--- config.mk ---
export PLATFORM = sky130hd
export DESIGN_NAME = smac_seq_ctrl_flat
export DESIGN_NICKNAME = d
export VERILOG_FILES = /design/src/rtl/smac_seq_ctrl_if.sv /design/src/rtl/smac_seq_ctrl.sv /design/src/flat_wrapper.sv
export SDC_FILE = /design/constraint.sdc
export NUM_CORES = 1
export LEC_CHECK = 0
export ABC_AREA = 1
export CAP_MARGIN = 20
export CORE_UTILIZATION = 55
export DETAILED_ROUTE_END_ITERATION = 6
export GPL_ROUTABILITY_DRIVEN = 0
export PLACE_DENSITY = 0.76
export SYNTH_ARGS = -nofsm -noshare
export SYNTH_HDL_FRONTEND = slang
export SYNTH_SLANG_ARGS = --single-unit
--- constraint.sdc ---
create_clock -name clk -period 2.4 [get_ports clk]
set_input_delay 0.48 -clock clk [delete_from_list [all_inputs] [get_ports clk]]
set_output_delay 0.48 -clock clk [all_outputs]
set_load 0.1 [all_outputs]
--- src/rtl/smac_seq_ctrl_if.sv ---
// Operand-fetch and result valid/ready handshakes between the SMAC lane
// sequencer and its producer/consumer.
interface smac_seq_ctrl_if;
    logic in_valid;
    logic in_ready;
    logic out_valid;
    logic out_ready;

    // master is the operand buffer / result consumer side
    modport master (
        output in_valid,
        output out_ready,
        input  in_ready,
        input  out_valid
    );

    modport slave (
        input  in_valid,
        input  out_ready,
        output in_ready,
        output out_valid
    );
endinterface

--- src/rtl/smac_seq_ctrl.sv ---
// Sequencer for one SMAC lane: fetches operand pairs, drives P bit-serial
// shift steps per pair, accumulates N products and hands the result out.
module smac_seq_ctrl #(
    parameter int Pw  = 8,
    parameter int OPW = 16
) (
    input  logic            clk,
    input  logic            rst_n,
    input  logic            start,
    input  logic            abort,
    input  logic [1:0]      par_sel_Pw,
    input  logic [OPW-1:0]  n_ops,
    smac_seq_ctrl_if.slave  bus,
    output logic            ld_op,
    output logic            w_shift,
    output logic            ac2_cnt,
    output logic            ac1_en,
    output logic            acc_clr,
    output logic            cnt_clear,
    output logic            busy,
    output logic            done
);
    localparam int CW = $clog2(Pw) + 1;

    typedef enum logic [2:0] {
        IDLE,
        LOAD,
        SHIFT,
        ACC,
        OUT
    } state_t;

    state_t          state;
    logic [CW-1:0]   bit_cnt;
    logic [CW-1:0]   p_steps;
    logic [CW-1:0]   p_sel;
    logic [OPW-1:0]  op_cnt;
    logic [OPW-1:0]  n_lat;

    always_comb begin
        p_sel = CW'(Pw);
        case (par_sel_Pw)
            2'b00:   p_sel = CW'(Pw / 2);
            2'b01:   p_sel = CW'(Pw - 2);
            default: p_sel = CW'(Pw);
        endcase
    end

    // Pulse outputs default low every cycle; abort beats every other transition.
    always_ff @(posedge clk or negedge rst_n) begin
        if (!rst_n) begin
            state     <= IDLE;
            bit_cnt   <= '0;
            op_cnt    <= '0;
            p_steps   <= CW'(Pw);
            n_lat     <= OPW'(1);
            acc_clr   <= 1'b0;
            cnt_clear <= 1'b0;
            done      <= 1'b0;
        end else begin
            acc_clr   <= 1'b0;
            cnt_clear <= 1'b0;
            done      <= 1'b0;
            if (abort) begin
                state     <= IDLE;
                cnt_clear <= 1'b1;
                op_cnt    <= '0;
            end else begin
                case (state)
                    IDLE: begin
                        if (start) begin
                            p_steps   <= p_sel;
                            n_lat     <= (n_ops == '0) ? OPW'(1) : n_ops;
                            op_cnt    <= '0;
                            acc_clr   <= 1'b1;
                            cnt_clear <= 1'b1;
                            state     <= LOAD;
                        end
                    end
                    LOAD: begin
                        if (bus.in_valid) begin
                            bit_cnt <= '0;
                            state   <= SHIFT;
                        end
                    end
                    SHIFT: begin
                        bit_cnt <= bit_cnt + CW'(1);
                        if (bit_cnt == p_steps - CW'(1)) begin
                            state <= ACC;
                        end
                    end
                    ACC: begin
                        // n_lat is never zero, so the last index cannot wrap
                        if (op_cnt == n_lat - OPW'(1)) begin
                            state <= OUT;
                        end else begin
                            op_cnt <= op_cnt + OPW'(1);
                            state  <= LOAD;
                        end
                    end
                    OUT: begin
                        if (bus.out_ready) begin
                            done  <= 1'b1;
                            state <= IDLE;
                        end
                    end
                    default: state <= IDLE;
                endcase
            end
        end
    end

    assign bus.in_ready  = (state == LOAD);
    assign ld_op         = (state == LOAD) && bus.in_valid && !abort;
    assign w_shift       = (state == SHIFT);
    assign ac2_cnt       = (state == SHIFT);
    assign ac1_en        = (state == ACC);
    assign bus.out_valid = (state == OUT);
    assign busy          = (state != IDLE);
endmodule

--- src/flat_wrapper.sv ---
// flat-port wrapper written by rule: the top's interface ports become plain ports
module smac_seq_ctrl_flat 
#(
    parameter int Pw  = 8,
    parameter int OPW = 16
)
  (clk, rst_n, start, abort, par_sel_Pw, n_ops, ld_op, w_shift, ac2_cnt, ac1_en, acc_clr, cnt_clear, busy, done, bus_in_valid, bus_out_ready, bus_in_ready, bus_out_valid);
  smac_seq_ctrl_if bus_i ();
  input  logic clk;
  input  logic rst_n;
  input  logic start;
  input  logic abort;
  input  logic [1:0] par_sel_Pw;
  input  logic [OPW-1:0] n_ops;
  output logic ld_op;
  output logic w_shift;
  output logic ac2_cnt;
  output logic ac1_en;
  output logic acc_clr;
  output logic cnt_clear;
  output logic busy;
  output logic done;
  input wire logic [$bits(bus_i.in_valid)-1:0] bus_in_valid;
  input wire logic [$bits(bus_i.out_ready)-1:0] bus_out_ready;
  output wire logic [$bits(bus_i.in_ready)-1:0] bus_in_ready;
  output wire logic [$bits(bus_i.out_valid)-1:0] bus_out_valid;
  assign bus_i.in_valid = bus_in_valid;
  assign bus_i.out_ready = bus_out_ready;
  assign bus_in_ready = bus_i.in_ready;
  assign bus_out_valid = bus_i.out_valid;
  smac_seq_ctrl #(.Pw(Pw), .OPW(OPW)) u_core (.clk(clk), .rst_n(rst_n), .start(start), .abort(abort), .par_sel_Pw(par_sel_Pw), .n_ops(n_ops), .bus(bus_i), .ld_op(ld_op), .w_shift(w_shift), .ac2_cnt(ac2_cnt), .ac1_en(ac1_en), .acc_clr(acc_clr), .cnt_clear(cnt_clear), .busy(busy), .done(done));
endmodule
==> results of run 1 <==
## cell type report
cell class	instances	area (um2)	area share, %
multi-input cells	333	1790	48.0
flip-flops and latches	45	1130	30.3
repair buffers	41	410	11.0
inverters	55	208	5.57
clock buffers	7	96.3	2.58
well taps	72	90.1	2.41
clock inverters	1	5.00	0.134
## metrics by stage
stage / setup TNS [ps] / util, % / worst slack (ps) / instances
after detailed placement: 0 / 65.5 / 141 / 545
after global routing: 0 / 67.8 / 22.4 / 554
after global placement: 0 / 65.5 / 191 / 545
final: 0 / 67.8 / 136 / 554
after floorplan: -1350 / - / -392 / 443
after CTS: 0 / 67.3 / 112 / 553
## sequential cells by signal (all words and copies together) (netlist names)
register,cells
u_core.n_lat,16
u_core.op_cnt,16
u_core.bit_cnt,4
u_core.p_steps,3
u_core.state,3
u_core.acc_clr,1
u_core.cnt_clear,1
u_core.done,1
## how the worst min path moves through the flow
stage / from / to / slack, ps
after global placement: u_core.p_steps[3] / u_core.p_steps[3] / 500
after CTS: rst_n / u_core.p_steps[2] / 290
after detailed placement: u_core.n_lat[14] / u_core.n_lat[14] / 510
final: rst_n / u_core.p_steps[2] / 260
after global routing: rst_n / u_core.p_steps[2] / 340
after floorplan: rst_n / u_core.acc_clr / 180
## layer usage
layer | vias up | GRT usage, %
met5 | - | 0
met3 | 10 | 3.41
met4 | 0 | 9.06
li1 | 1486 | -
met2 | 61 | 48.6
met1 | 1395 | 32.1
## logic make-up after synthesis
family	Yosys count	synth area share, %
AND/OR/NAND/NOR	282	43.5
buffers and inverters	66	8.73
flip-flops	45	35.9
AO/OA/AOI/OAI	25	4.38
XOR/XNOR	21	5.86
adder cells (fa/ha/maj)	4	1.59
## repair_timing
item / 4_1_cts / 5_1_grt
setup endpoints to repair: 0 / 17
hold buffers: 0 / 0
gates resized for setup: 0 / 2
## critical path, delay by kind of cell (launching register included)
| family | cells | cell delay [ps] |
|---|---|---|
| simple gates | 8 | 960 |
| xor+xnor | 2 | 390 |
| fa+ha+maj | 1 | 210 |
| flops | 1 | 540 |
| buf+inv | 1 | 110 |
## cell usage after synthesis, types with 5 or more instances
cell	instances
clkbuf_1	6
nand2_1	135
nor3_1	9
nand2_2	12
nor2_4	5
dfrtp_1	43
o21ai_0	16
xor2_1	6
xnor2_1	15
nor4_1	12
nor2_1	42
inv_1	52
nand3_1	43
## power by group through the flow
| stage | logic [W] | registers (W) | clock network (W) |
|---|---|---|---|
| final | 0.00208 | 0.00121 | 0.000527 |
| after global routing | 0.00230 | 0.00123 | 0.000561 |
| after CTS | 0.00204 | 0.00121 | 0.000535 |
| after detailed placement | 0.00203 | 0.00122 | 0 |
| after global placement | 0.00198 | 0.00121 | 0 |
| after floorplan | 0.00156 | 0.00124 | 0 |
## cell usage in the layout, fill, tap and decap left out, types with 4 or more instances in the layout
| master | n |
|---|---|
| nand3b_1 | 4 |
| clkdlybuf4s50_1 | 22 |
| inv_1 | 51 |
| buf_4 | 14 |
| xor2_1 | 6 |
| nand2_1 | 135 |
| nor3_1 | 6 |
| nor4_1 | 12 |
| nand2_2 | 12 |
| o21ai_0 | 16 |
| xnor2_1 | 15 |
| nand2_4 | 5 |
| buf_12 | 4 |
| nor2_4 | 5 |
| nand3_1 | 43 |
| dfrtp_1 | 42 |
| nor2_1 | 41 |
| nor3_4 | 4 |
| nor2_2 | 4 |
| clkbuf_8 | 7 |
==> out/results.ini, run 1 <==
[worst_setup_path]
worstPathCellList = inv_1, ha_4, xnor2_1, xor2_1, nand3_1, nor2_2, nand3_2, nand2_2, nand2_4, nand2_4, nand2_2, nand2_1
crit_path_start = u_core.n_lat[0]
rrSetupSlack_ps = 140
crit_fanout = 18
rr_worst_depth = 12
reg2reg_to = u_core.op_cnt[3]
cpMaxStageDelayCell = dfstp_2
critPathLaunchType = flop
worstSetupEndpoint = u_core.op_cnt[3]
required_ps = 2640
path_class = flop to flop
crit_arrival_ps = 2510
end_kind = flop
r2r_start = u_core.n_lat[0]
max_stage_delay_ps = 540

[pwr]
power_density_mw_per_mm2 = 1020
p_int_w = 0.00192
ir_drop_mv = 0.766
clkPwrFrac_pct = 13.8
p_sw_w = 0.00189
pwr-share-seq_pct = 31.6
combPwrFrac_pct = 54.6
leakagePower_nw = 1.80
p_sw_share_pct = 49.7
finalPower_w = 0.00381

[routing]
num_vias = 2952
ant_nets = 0
wl_per_cell_um = 13.4
viasPerCell = 5.33
route.detailed.drc = 0
top_layer = met4
routed_wl_um = 7410
met3_length_um = 235
dr.pass1.iters = 4
wl_met2_um = 3850
met1Wirelength_um = 3200
drt_iter0_drc = 238

[floorplanning]
die_area_mm2 = 0.00602
rows = 27
die_h_um = 77.6
die_w_um = 77.6
io_pins = 34
coreArea_mm2 = 0.00551
start_util_pct = 57.0

[timing]
slew_headroom_pct = 46.2
rsz0062_at_grt = no
tightest_slew_ps = 807
whs_ps = 257
min_period_ps = 2260
max_freq_ghz = 0.442
finalCritPeriodShare_pct = 94.3
drv_slew = 0
setup_violations = 0
clock_skew_ps = 10.2
hold_violations = 0

[synthesis]
synth_area_leader_cell = dfrtp_1
ys_ff_latch = 45
synthFlopType = dfrtp_1
synth_edf_count = 0
synthCells = 443
ys_types = 38
yosys-top-cells-area = dfrtp_1, nand2_1, nand3_1, inv_1, nor2_1
synthesis.area_mm2 = 0.00314
synthesis.nets = 471
synth_seq_area_share_pct = 35.9
synth-async-reset-ratio_pct = 100
postSynthAreaPerCell_um2 = 7.09
synth_top_area_share_pct = 34.3
ys_warn_count = 0

[layout]
final_layout_size_suffix_gt1_share_pct = 14.9
design_area_mm2 = 0.00373
area_delta_synth_final_pct = 18.8
antenna_cells = 0
nNetsFinal = 509
nFillCells = 499

[cts]
path_clk_slew_ps = 90
clock_tree.root_cell = clkbuf_8
htreeDepth = 2
cts_tree = done
cts_sinks = 45
cts_buffer_depth = 2
clk_latency_ps = 300
cts_setup_buffers = 0
cts-buffers-inserted = 5

[grt]
grt_overflow = 0
antenna_found_initial = 0
grtUsageTotal_pct = 26.6
grt_pass1_wl_um = 12700
grt_max_degree = 37
first_global_vias = 2878

[place]
placed_cell_area_mm2 = 0.00361
portBuffers = 33
dp.final_hpwl_um = 5620

[run]
cap_violations = 0

[worst_hold_path]
hold_path_class = primary input to async pin

[outcome]
outcome = finished, final reports clean

Note: power is estimated with default switching activity, not from simulation.
==> run 2: changes to the inputs <==
--- a/constraint.sdc
+++ b/constraint.sdc
@@ -3,2 +3,2 @@
 set_output_delay 0.48 -clock clk [all_outputs]
-set_load 0.1 [all_outputs]
+set_load 0.01 [all_outputs]
==> out/results.ini, run 2 (same netlist as run 1, synthesis figures left out) <==
[outcome]
outcome = finished, final reports clean

[timing]
clock_skew_ps = 7.10  ; -3.13 ps
setup_violations = 0  ; unchanged
slew_headroom_pct = 61.3  ; +15 points
drv_slew = 0  ; unchanged
rsz0062_at_grt = no
min_period_ps = 2230  ; -36.9 ps
hold_violations = 0  ; unchanged
finalCritPeriodShare_pct = 92.8  ; -1.5 points
max_freq_ghz = 0.449  ; +1.7%
setup_tns_ps = 0  ; unchanged
tightest_slew_ps = 580  ; -226 ps

[layout]
layout_commonest_cell = nand2_1
top_regs = u_core.n_lat x16, u_core.op_cnt x16, u_core.bit_cnt x4
final_cell_mix = nand2_1, inv_1, nand3_1, dfrtp_1, nor2_1
antenna_cells = 0  ; unchanged
fin_cells = 555  ; +0.18%
nNetsFinal = 511  ; +0.39%
area_delta_synth_final_pct = 17.6
finish.utilization_pct = 67.1  ; -0.70 points
final_layout_size_suffix_gt1_share_pct = 12.2  ; -2.7 points

[worst_hold_path]
hold_path_class = primary input to async pin

[place]
portBuffers = 33  ; unchanged
dp.final_hpwl_um = 5200  ; -7.5%
place_inst = 548  ; +0.55%

[worst_setup_path]
path_common_cell = buf_4
required_ps = 1920  ; -720 ps
crit_fanout = 5  ; -13
worstPathCellList = buf_4, nor3_1, buf_4, clkdlybuf4s50_1
end_kind = primary output
rr_worst_depth = 15  ; +3
path_class = flop to primary output
crit_arrival_ps = 1750  ; -760 ps
rrSetupSlack_ps = 190  ; +50 ps
reg2reg_to = u_core.op_cnt[12]
max_stage_delay_ps = 530  ; about the same
r2r_start = u_core.n_lat[0]
critPathLaunchType = flop
cpMaxStageDelayCell = clkdlybuf4s50_1

[routing]
top_layer = met4
num_vias = 2862  ; -3.0%
met3_length_um = 149  ; -37%
wl_met2_um = 3500  ; -9.1%
dr.pass1.iters = 5  ; +1
ant_nets = 0  ; unchanged
routed_wl_um = 7020  ; -5.2%
met1Wirelength_um = 3300  ; +3.1%
route.detailed.drc = 0  ; unchanged
drt_iter0_drc = 123  ; -48%
viasPerCell = 5.16  ; -3.2%
wl_per_cell_um = 12.6  ; -5.4%

[cts]
htreeDepth = 2  ; unchanged
path_clk_slew_ps = 90  ; about the same
cts_buffer_depth = 2  ; unchanged
cts_sinks = 45  ; unchanged
clock_tree.root_cell = clkbuf_8
cts_tree = done
cts_setup_buffers = 0  ; unchanged
cts-buffers-inserted = 5  ; unchanged
hold_buffers = 0  ; unchanged
clk_latency_ps = 300  ; about the same

[grt]
grt_overflow = 0  ; unchanged
antenna_found_initial = 0  ; unchanged
first_global_vias = 2685  ; -6.7%
grtUsageTotal_pct = 25.3  ; -1.3 points
grt_max_degree = 46  ; +24%
grt_pass1_wl_um = 12100  ; -4.3%

[floorplanning]
rows = 27  ; unchanged
die_h_um = 77.6  ; unchanged
die_area_mm2 = 0.00602  ; unchanged
start_util_pct = 57.0  ; unchanged
coreArea_mm2 = 0.00551  ; unchanged
io_pins = 34  ; unchanged
die_w_um = 77.6  ; unchanged

[pwr]
finalPower_w = 0.00343  ; -10%
leakagePower_nw = 1.80  ; -0.37%
power_density_mw_per_mm2 = 928  ; -9.2%
ir_drop_mv = 0.598  ; -22%

[run]
cap_violations = 0  ; unchanged

run 2: cell count changes in the layout (fill, tap and decap cells not counted), moves of 2 or more:
cell             change
clkdlybuf4s50_1      +9
buf_12               -4
buf_4                -3
clkbuf_8             -2
nor3_4               -2
run 2: critical path, delay by kind of cell, from the launching register on:
kind | cells | cell delay (ps)
buf+inv | 3 | 870
flops | 1 | 410
simple gates | 1 | 170
run 2: through the flow:
stage | setup slack (ps) | instance area, um2 | hold WS, ps
floorplan | 327 | 3140 | 184
global placement | 130 | 3570 | 499
detailed placement | 97.8 | 3570 | 497
CTS | 57.9 | 3680 | 269
global route | 15.5 | 3690 | 301
finish | 173 | 3690 | 260
run 2: cell type report:
cell class	count	area, um2
Clock buffer	5	68.8
Clock inverter	2	35.0
Fill cell	510	1810
Inverter	55	206
Multi-Input combinational cell	332	1750
Sequential cell	45	1130
Tap cell	72	90.1
Timing Repair Buffer	44	410
run 2: how the worst max path moves through the flow:
stage,start,endpoint,slack (ps),cells after the start
floorplan,u_core.n_lat[0],u_core.op_cnt[14],330,12
global placement,bus_in_valid,ld_op,130,4
detailed placement,bus_in_valid,ld_op,100,4
CTS,u_core.state[1],ld_op,60,4
global route,u_core.n_lat[0],u_core.op_cnt[12],20,12
finish,u_core.state[2],ac2_cnt,170,4
run 2: repair_timing:
item / CTS / global route
cloned: 0 / 0
resized for setup: 1 / 4
endpoints found under the setup margin: 1 / 18
run 2: power by group:
group          switching (W)  leakage, nW  internal [W]
combinational        0.00101         1.16      0.000658
sequential          0.000226        0.587      0.000968
clock               0.000260       0.0540      0.000303
run 2: routing by layer:
layer | up-vias | global-route usage (%)
li1 | 1479 | -
met1 | 1345 | 32.5
met2 | 31 | 43.4
met3 | 7 | 4.24
met4 | 0 | 7.92
met5 | - | 0
